[src/rtl/axi_lite_master_if.sv]
// AXI-Lite bus between one initiator (master modport) and one target (slave modport).
interface axi_lite_master_if #(
  parameter int unsigned ADDR_W = 5,
  parameter int unsigned DATA_W = 32
);
  logic [ADDR_W-1:0]   awaddr;
  logic                awvalid;
  logic                awready;
  logic [DATA_W-1:0]   wdata;
  logic [DATA_W/8-1:0] wstrb;
  logic                wvalid;
  logic                wready;
  logic [1:0]          bresp;
  logic                bvalid;
  logic                bready;
  logic [ADDR_W-1:0]   araddr;
  logic                arvalid;
  logic                arready;
  logic [DATA_W-1:0]   rdata;
  logic [1:0]          rresp;
  logic                rvalid;
  logic                rready;

  modport master (
    output awaddr, awvalid, wdata, wstrb, wvalid, bready, araddr, arvalid, rready,
    input  awready, wready, bresp, bvalid, arready, rdata, rresp, rvalid
  );

  modport slave (
    input  awaddr, awvalid, wdata, wstrb, wvalid, bready, araddr, arvalid, rready,
    output awready, wready, bresp, bvalid, arready, rdata, rresp, rvalid
  );
endinterface

[src/rtl/axi_lite_master.sv]
// Single-outstanding AXI-Lite initiator turning sequencer commands into bus transactions.
// Optional watchdog abort compiled in with AXIL_MASTER_TIMEOUT_EN.
module axi_lite_master #(
  parameter int unsigned ADDR_W         = 5,
  parameter int unsigned DATA_W         = 32,
  parameter int unsigned TIMEOUT_CYCLES = 256
) (
  input  logic                clk,
  input  logic                rst,
  input  logic                cmd_valid,
  output logic                cmd_ready,
  input  logic                cmd_write,
  input  logic [ADDR_W-1:0]   cmd_addr,
  input  logic [DATA_W-1:0]   cmd_wdata,
  input  logic [DATA_W/8-1:0] cmd_wstrb,
  output logic                rsp_valid,
  input  logic                rsp_ready,
  output logic [DATA_W-1:0]   rsp_rdata,
  output logic [1:0]          rsp_resp,
  output logic                rsp_is_read,
  output logic                rsp_timeout,
  axi_lite_master_if.master   m_axi
);
  localparam int unsigned STRB_W = DATA_W / 8;

  typedef enum logic [2:0] {IDLE, WR, WR_RESP, RD_ADDR, RD_DATA, RSP} state_t;

  state_t              state_q, state_d;
  logic [ADDR_W-1:0]   addr_q, addr_d;
  logic [DATA_W-1:0]   wdata_q, wdata_d;
  logic [STRB_W-1:0]   wstrb_q, wstrb_d;
  logic                awvalid_q, awvalid_d;
  logic                wvalid_q, wvalid_d;
  logic                bready_q, bready_d;
  logic                arvalid_q, arvalid_d;
  logic                rready_q, rready_d;
  logic                aw_done_q, aw_done_d;
  logic                w_done_q, w_done_d;
  logic                cmd_ready_q, cmd_ready_d;
  logic                rsp_valid_q, rsp_valid_d;
  logic [DATA_W-1:0]   rsp_rdata_q, rsp_rdata_d;
  logic [1:0]          rsp_resp_q, rsp_resp_d;
  logic                rsp_is_read_q, rsp_is_read_d;

  logic cmd_hs_c, aw_hs_c, w_hs_c, b_hs_c, ar_hs_c, r_hs_c;

  if (TIMEOUT_CYCLES < 2) begin : g_timeout_check
    $error("axi_lite_master: TIMEOUT_CYCLES must be at least 2");
  end

`ifdef AXIL_MASTER_TIMEOUT_EN
  localparam int unsigned CNT_W = $clog2(TIMEOUT_CYCLES);
  localparam logic [1:0]  RESP_SLVERR = 2'b10;

  logic [CNT_W-1:0] cnt_q, cnt_d;
  logic             write_q, write_d;
  logic             rsp_timeout_q, rsp_timeout_d;
  logic             active_c;
`endif

  assign cmd_hs_c = cmd_valid & cmd_ready_q;
  assign aw_hs_c  = awvalid_q & m_axi.awready;
  assign w_hs_c   = wvalid_q & m_axi.wready;
  assign b_hs_c   = bready_q & m_axi.bvalid;
  assign ar_hs_c  = arvalid_q & m_axi.arready;
  assign r_hs_c   = rready_q & m_axi.rvalid;

  // Next-state and next-output logic for every registered output
  always_comb begin
    state_d       = state_q;
    addr_d        = addr_q;
    wdata_d       = wdata_q;
    wstrb_d       = wstrb_q;
    awvalid_d     = awvalid_q;
    wvalid_d      = wvalid_q;
    bready_d      = bready_q;
    arvalid_d     = arvalid_q;
    rready_d      = rready_q;
    aw_done_d     = aw_done_q;
    w_done_d      = w_done_q;
    rsp_valid_d   = rsp_valid_q;
    rsp_rdata_d   = rsp_rdata_q;
    rsp_resp_d    = rsp_resp_q;
    rsp_is_read_d = rsp_is_read_q;
    cmd_ready_d   = cmd_ready_q;
`ifdef AXIL_MASTER_TIMEOUT_EN
    cnt_d         = cnt_q;
    write_d       = write_q;
    rsp_timeout_d = rsp_timeout_q;
    active_c      = 1'b0;
`endif

    unique case (state_q)
      IDLE: begin
        if (cmd_hs_c) begin
          addr_d  = cmd_addr;
          wdata_d = cmd_wdata;
          wstrb_d = cmd_wstrb;
          if (cmd_write) begin
            awvalid_d = 1'b1;
            wvalid_d  = 1'b1;
            aw_done_d = 1'b0;
            w_done_d  = 1'b0;
            state_d   = WR;
          end else begin
            arvalid_d = 1'b1;
            state_d   = RD_ADDR;
          end
        end
      end
      WR: begin
        // AW and W complete independently; each valid drops right after its own handshake
        if (aw_hs_c) begin
          awvalid_d = 1'b0;
          aw_done_d = 1'b1;
        end
        if (w_hs_c) begin
          wvalid_d = 1'b0;
          w_done_d = 1'b1;
        end
        if ((aw_done_q | aw_hs_c) & (w_done_q | w_hs_c)) begin
          bready_d = 1'b1;
          state_d  = WR_RESP;
        end
      end
      WR_RESP: begin
        if (b_hs_c) begin
          bready_d      = 1'b0;
          rsp_valid_d   = 1'b1;
          rsp_resp_d    = m_axi.bresp;
          rsp_rdata_d   = '0;
          rsp_is_read_d = 1'b0;
          state_d       = RSP;
        end
      end
      RD_ADDR: begin
        if (ar_hs_c) begin
          arvalid_d = 1'b0;
          rready_d  = 1'b1;
          state_d   = RD_DATA;
        end
      end
      RD_DATA: begin
        if (r_hs_c) begin
          rready_d      = 1'b0;
          rsp_valid_d   = 1'b1;
          rsp_resp_d    = m_axi.rresp;
          rsp_rdata_d   = m_axi.rdata;
          rsp_is_read_d = 1'b1;
          state_d       = RSP;
        end
      end
      RSP: begin
        if (rsp_ready) begin
          rsp_valid_d = 1'b0;
          state_d     = IDLE;
        end
      end
      default: state_d = IDLE;
    endcase

`ifdef AXIL_MASTER_TIMEOUT_EN
    // Watchdog: abort the bus phase and report SLVERR; late B/R are ignored since readies drop
    active_c = (state_q == WR) || (state_q == WR_RESP) ||
               (state_q == RD_ADDR) || (state_q == RD_DATA);
    if (state_q == IDLE) begin
      cnt_d = '0;
      if (cmd_hs_c) begin
        write_d       = cmd_write;
        rsp_timeout_d = 1'b0;
      end
    end else if (active_c) begin
      cnt_d = cnt_q + CNT_W'(1);
      if (cnt_q == CNT_W'(TIMEOUT_CYCLES - 1)) begin
        awvalid_d     = 1'b0;
        wvalid_d      = 1'b0;
        bready_d      = 1'b0;
        arvalid_d     = 1'b0;
        rready_d      = 1'b0;
        rsp_valid_d   = 1'b1;
        rsp_resp_d    = RESP_SLVERR;
        rsp_rdata_d   = '0;
        rsp_is_read_d = ~write_q;
        rsp_timeout_d = 1'b1;
        state_d       = RSP;
      end
    end
`endif

    cmd_ready_d = (state_d == IDLE);
  end

  // State and output registers
  always_ff @(posedge clk) begin
    if (rst) begin
      state_q       <= IDLE;
      addr_q        <= '0;
      wdata_q       <= '0;
      wstrb_q       <= '0;
      awvalid_q     <= 1'b0;
      wvalid_q      <= 1'b0;
      bready_q      <= 1'b0;
      arvalid_q     <= 1'b0;
      rready_q      <= 1'b0;
      aw_done_q     <= 1'b0;
      w_done_q      <= 1'b0;
      cmd_ready_q   <= 1'b1;
      rsp_valid_q   <= 1'b0;
      rsp_rdata_q   <= '0;
      rsp_resp_q    <= '0;
      rsp_is_read_q <= 1'b0;
    end else begin
      state_q       <= state_d;
      addr_q        <= addr_d;
      wdata_q       <= wdata_d;
      wstrb_q       <= wstrb_d;
      awvalid_q     <= awvalid_d;
      wvalid_q      <= wvalid_d;
      bready_q      <= bready_d;
      arvalid_q     <= arvalid_d;
      rready_q      <= rready_d;
      aw_done_q     <= aw_done_d;
      w_done_q      <= w_done_d;
      cmd_ready_q   <= cmd_ready_d;
      rsp_valid_q   <= rsp_valid_d;
      rsp_rdata_q   <= rsp_rdata_d;
      rsp_resp_q    <= rsp_resp_d;
      rsp_is_read_q <= rsp_is_read_d;
    end
  end

`ifdef AXIL_MASTER_TIMEOUT_EN
  always_ff @(posedge clk) begin
    if (rst) begin
      cnt_q         <= '0;
      write_q       <= 1'b0;
      rsp_timeout_q <= 1'b0;
    end else begin
      cnt_q         <= cnt_d;
      write_q       <= write_d;
      rsp_timeout_q <= rsp_timeout_d;
    end
  end

  assign rsp_timeout = rsp_timeout_q;
`else
  assign rsp_timeout = 1'b0;
`endif

  assign cmd_ready     = cmd_ready_q;
  assign rsp_valid     = rsp_valid_q;
  assign rsp_rdata     = rsp_rdata_q;
  assign rsp_resp      = rsp_resp_q;
  assign rsp_is_read   = rsp_is_read_q;
  assign m_axi.awaddr  = addr_q;
  assign m_axi.awvalid = awvalid_q;
  assign m_axi.wdata   = wdata_q;
  assign m_axi.wstrb   = wstrb_q;
  assign m_axi.wvalid  = wvalid_q;
  assign m_axi.bready  = bready_q;
  assign m_axi.araddr  = addr_q;
  assign m_axi.arvalid = arvalid_q;
  assign m_axi.rready  = rready_q;
endmodule

[src/flat_wrapper.sv]
// flat-port wrapper written by rule: the top's interface ports become plain ports
module axi_lite_master_flat 
#(
  parameter int unsigned ADDR_W         = 5,
  parameter int unsigned DATA_W         = 32,
  parameter int unsigned TIMEOUT_CYCLES = 256
)
  (clk, rst, cmd_valid, cmd_ready, cmd_write, cmd_addr, cmd_wdata, cmd_wstrb, rsp_valid, rsp_ready, rsp_rdata, rsp_resp, rsp_is_read, rsp_timeout, m_axi_awaddr, m_axi_awvalid, m_axi_wdata, m_axi_wstrb, m_axi_wvalid, m_axi_bready, m_axi_araddr, m_axi_arvalid, m_axi_rready, m_axi_awready, m_axi_wready, m_axi_bresp, m_axi_bvalid, m_axi_arready, m_axi_rdata, m_axi_rresp, m_axi_rvalid);
  axi_lite_master_if #(.ADDR_W(ADDR_W), .DATA_W(DATA_W)) m_axi_i ();
  input  logic clk;
  input  logic rst;
  input  logic cmd_valid;
  output logic cmd_ready;
  input  logic cmd_write;
  input  logic [ADDR_W-1:0] cmd_addr;
  input  logic [DATA_W-1:0] cmd_wdata;
  input  logic [DATA_W/8-1:0] cmd_wstrb;
  output logic rsp_valid;
  input  logic rsp_ready;
  output logic [DATA_W-1:0] rsp_rdata;
  output logic [1:0] rsp_resp;
  output logic rsp_is_read;
  output logic rsp_timeout;
  output wire logic [$bits(m_axi_i.awaddr)-1:0] m_axi_awaddr;
  output wire logic [$bits(m_axi_i.awvalid)-1:0] m_axi_awvalid;
  output wire logic [$bits(m_axi_i.wdata)-1:0] m_axi_wdata;
  output wire logic [$bits(m_axi_i.wstrb)-1:0] m_axi_wstrb;
  output wire logic [$bits(m_axi_i.wvalid)-1:0] m_axi_wvalid;
  output wire logic [$bits(m_axi_i.bready)-1:0] m_axi_bready;
  output wire logic [$bits(m_axi_i.araddr)-1:0] m_axi_araddr;
  output wire logic [$bits(m_axi_i.arvalid)-1:0] m_axi_arvalid;
  output wire logic [$bits(m_axi_i.rready)-1:0] m_axi_rready;
  input wire logic [$bits(m_axi_i.awready)-1:0] m_axi_awready;
  input wire logic [$bits(m_axi_i.wready)-1:0] m_axi_wready;
  input wire logic [$bits(m_axi_i.bresp)-1:0] m_axi_bresp;
  input wire logic [$bits(m_axi_i.bvalid)-1:0] m_axi_bvalid;
  input wire logic [$bits(m_axi_i.arready)-1:0] m_axi_arready;
  input wire logic [$bits(m_axi_i.rdata)-1:0] m_axi_rdata;
  input wire logic [$bits(m_axi_i.rresp)-1:0] m_axi_rresp;
  input wire logic [$bits(m_axi_i.rvalid)-1:0] m_axi_rvalid;
  assign m_axi_awaddr = m_axi_i.awaddr;
  assign m_axi_awvalid = m_axi_i.awvalid;
  assign m_axi_wdata = m_axi_i.wdata;
  assign m_axi_wstrb = m_axi_i.wstrb;
  assign m_axi_wvalid = m_axi_i.wvalid;
  assign m_axi_bready = m_axi_i.bready;
  assign m_axi_araddr = m_axi_i.araddr;
  assign m_axi_arvalid = m_axi_i.arvalid;
  assign m_axi_rready = m_axi_i.rready;
  assign m_axi_i.awready = m_axi_awready;
  assign m_axi_i.wready = m_axi_wready;
  assign m_axi_i.bresp = m_axi_bresp;
  assign m_axi_i.bvalid = m_axi_bvalid;
  assign m_axi_i.arready = m_axi_arready;
  assign m_axi_i.rdata = m_axi_rdata;
  assign m_axi_i.rresp = m_axi_rresp;
  assign m_axi_i.rvalid = m_axi_rvalid;
  axi_lite_master #(.ADDR_W(ADDR_W), .DATA_W(DATA_W), .TIMEOUT_CYCLES(TIMEOUT_CYCLES)) u_core (.clk(clk), .rst(rst), .cmd_valid(cmd_valid), .cmd_ready(cmd_ready), .cmd_write(cmd_write), .cmd_addr(cmd_addr), .cmd_wdata(cmd_wdata), .cmd_wstrb(cmd_wstrb), .rsp_valid(rsp_valid), .rsp_ready(rsp_ready), .rsp_rdata(rsp_rdata), .rsp_resp(rsp_resp), .rsp_is_read(rsp_is_read), .rsp_timeout(rsp_timeout), .m_axi(m_axi_i));
endmodule
[config.mk]
export PLATFORM = sky130hd
export DESIGN_NAME = axi_lite_master_flat
export DESIGN_NICKNAME = d
export VERILOG_FILES = /design/src/rtl/axi_lite_master_if.sv /design/src/rtl/axi_lite_master.sv /design/src/flat_wrapper.sv
export SDC_FILE = /design/constraint.sdc
export NUM_CORES = 1
export LEC_CHECK = 0
export ABC_AREA = 1
export BUFFER_PORTS_ARGS = -buffer_cell sky130_fd_sc_hd__buf_4
export CAP_MARGIN = 30
export CORE_ASPECT_RATIO = 0.7
export CORE_MARGIN = 3
export CORE_UTILIZATION = 48
export CTS_CLUSTER_SIZE = 10
export DETAILED_ROUTE_END_ITERATION = 7
export GPL_TIMING_DRIVEN = 0
export PLACE_DENSITY = 0.84
export SLEW_MARGIN = 20
export SYNTH_ARGS = -nofsm -noshare
export SYNTH_HDL_FRONTEND = slang
export SYNTH_SLANG_ARGS = --single-unit
export TNS_END_PERCENT = 50
[constraint.sdc]
create_clock -name clk -period 3.83 [get_ports clk]
set_clock_uncertainty 0.1 [all_clocks]
set_input_delay 0.383 -clock clk [delete_from_list [all_inputs] [get_ports clk]]
set_output_delay 0.383 -clock clk [all_outputs]
set_load 0.005 [all_outputs]
==> out/results.ini <==
[sta]
max_clock_freq_mhz=622.0
hold_viol_final=0
setup_viol=0
drv_slew=0
worstMarginPinSlew_ps=539.4
period_needed_ps=1608
tns_ps=0
whs_ps=190.7
slew-limit-headroom_pct=64.04
rsz0062_at_grt=no
min_period_over_period_pct=41.98

[finish]
fill_cells=494
seq_area_mm2=0.001762
antenna_cells=0
syn2layout_area_growth_pct=48.57
drive_above_1_share_pct=35.08
layout.nets=712
multi_input_area_mm2=0.001368
final_cells=721

[place]
io_buffers=174
place_congestion=0.8404
dpl.hpwl_mm=7.642
dp.cells=705

[global_routing]
grt_pass1_wl_mm=16.39
grt_usage_pct=24.58
antenna_found_initial=0
grt_max_degree=15
first_global_vias=3545
grt_overflow=0

[logic_synthesis]
synth_top_area_cell=dfxtp_1
synthAdderAreaFrac_pct=0
synth_seq_cells=88
syn-cell-area_mm2=0.003379
syn_inst=440
synth_mux_area_share_pct=0
syn_area_per_cell_um2=7.681
synth-simple-area-share_pct=27.58
synthesis.nets=527
synth_top_family_by_area=simple AND/OR/NAND/NOR gates
yosysWarnings=0
synth_top_cell_area_share_pct=52.13
synth_area_leaders=dfxtp_1 52%, nand2_1 16%, a21oi_1 12%
synth_compound_area_share_pct=12.77
synth-xor-area-share_pct=0
synth_cell_types=23
seq_area_frac_synth_pct=52.13

[floorplanning]
fp.dieArea_mm2=0.008099
core_mm2=0.006516
dieWidth_um=106.3
ioPinCount=176
die_h_um=76.20
start_util_pct=51.86
rows=24

[cts]
clock_latency_ps=340
cts-root-buf=clkbuf_8
ctsLongestPathBuffers=2
cts_setup_buffers=0
postCtsHoldBufs=0
numCtsBuffers=9
clock_sinks=88
clk_pin_slew_worst_paths_ps=90
cts_tree=built
ctsResizeCount=0
htreeDepth=3

[flow_run]
drv_cap=0

[worst_hold_path]
hp-start=m_axi_rdata[25]
hp-class=in -> reg

[status]
outcome=finished, final reports clean

[worst_setup_path]
crit_type=reg -> reg
worstPathArrival_ps=1770
cp_data_required_time_ps=4000
worst_path_most_repeated_cell=nand2_1
critPathLaunch=u_core.cmd_ready
critPathMaxFanout=10
critical_path.cell_chain=nand2_1 -> clkinv_1 -> nand3_1 -> buf_2 -> nand2_1 -> a21oi_1
crit_family=buffers and inverters
cpPeakStageDelay_ps=320
slowest_stage=dfxtp_1
startpoint_type=flip-flop
endpoint_kind=flip-flop
r2r-start=u_core.cmd_ready
crit_buf_inv=2

[pwr]
power_leakage_nw=2.273
p_sw_w=0.0007043
ir_worst_vdd_mv=0.2902
switching_share_pct=29.59
p_comb_share_pct=26.1
clkPwrFrac_pct=29.5
power.density_mw_per_mm2=474.1
p_int_w=0.001676
seqPwrFrac_pct=44.4

[routing]
via_per_inst=4.968
wl_per_cell_um=13.78
drc=0
firstDrtPassIters=5
routed_wl_mm=9.932
drt_iter0_markers=173
ant_nets=0
vias=3582

[kinds of logic (layout without fill, tap and decap cells)]
group | count (synthesis) | in the layout
other cells | 1 | 1
compound gates | 85 | 85
buf+inv | 49 | 239
flops | 88 | 88
simple gates | 217 | 217
[cell usage in the layout, fill, tap and decap left out, drive strengths merged]
master and instances:
nand3 57, inv 13, nor3 1, conb 1, clkinv 2, nand2 142, dfxtp 88, nand4 2
o211ai 1, nor2 15, o21ai 3, clkinvlp 2, a21oi 81, buf 196, clkbuf 24, bufinv 2
[per-stage QoR]
stage | area, um^2 | setup slack [ps] | util, % | power [W]
final | 5021 | 2222 | 77.05 | 0.002380
after global routing | 5021 | 2004 | 77.05 | 0.002519
after CTS | 5021 | 2194 | 77.05 | 0.002393
after floorplan | 3379 | 2468 | - | 0.001408
after global placement | 4800 | 2083 | 73.66 | 0.001680
after detailed placement | 4800 | 2030 | 73.66 | 0.001697
[state kept, by name, summed over array words and instances, names as in the netlist]
signal	count
u_core.state_q	3
u_core.aw_done_q	1
u_core.m_axi.awvalid	1
u_core.m_axi.wvalid	1
u_core.m_axi.arvalid	1
u_core.cmd_ready	1
u_core.m_axi.wdata	32
u_core.w_done_q	1
u_core.rsp_valid	1
u_core.m_axi.rready	1
u_core.m_axi.araddr	5
u_core.m_axi.bready	1
u_core.rsp_rdata	32
u_core.rsp_resp	2
u_core.m_axi.wstrb	4
u_core.rsp_is_read	1
[cell type report]
class                           instances  share of cell area [%]
Sequential cell                        88                   35.09
Multi-Input combinational cell        303                   27.24
Timing Repair Buffer                  174                   26.02
Buffer                                 35                   3.887
Clock buffer                           11                   2.816
Tap cell                               91                   2.268
Clock inverter                          5                   1.595
Inverter                               14                   1.096
[power by group through the flow]
stage / combinational [W] / clock [W] / sequential, W
floorplan: 0.000330 / 0 / 0.00108
global placement: 0.000608 / 0 / 0.00107
detailed placement: 0.000621 / 0 / 0.00108
CTS: 0.000624 / 0.000713 / 0.00106
global route: 0.000695 / 0.000755 / 0.00107
finish: 0.000621 / 0.000701 / 0.00106
[cells in the mapped netlist, drive strengths merged]
| cell type | number |
|---|---|
| nor2 | 15 |
| nand3 | 57 |
| conb | 1 |
| o211ai | 1 |
| nand2 | 142 |
| buf | 22 |
| clkbuf | 13 |
| clkinv | 1 |
| dfxtp | 88 |
| nor3 | 1 |
| nand4 | 2 |
| o21ai | 3 |
| a21oi | 81 |
| inv | 13 |
[worst min-delay path: stages]
cell	delay, ps
buf_4	110
nand2_1	50
a21oi_1	60
[worst paths after layout]
check	end	slack, ps	cells past startpoint
setup reg to reg	u_core.m_axi.wdata[7]	2220	6
hold reg to reg	u_core.rsp_rdata[24]	360	2
hold / removal	u_core.rsp_rdata[25]	190	3
setup / recovery	u_core.m_axi.wdata[7]	2220	6
[metal layers]
metal  routed length [um]  up-vias  track usage [%]
met5                    0        -                0
met2                 4757      134            42.04
met4                  115        0            6.727
met3                  910       12            8.298
li1                     -     1801                -
met1                 4148     1635            29.45
Note: power is estimated with default switching activity, not from simulation.
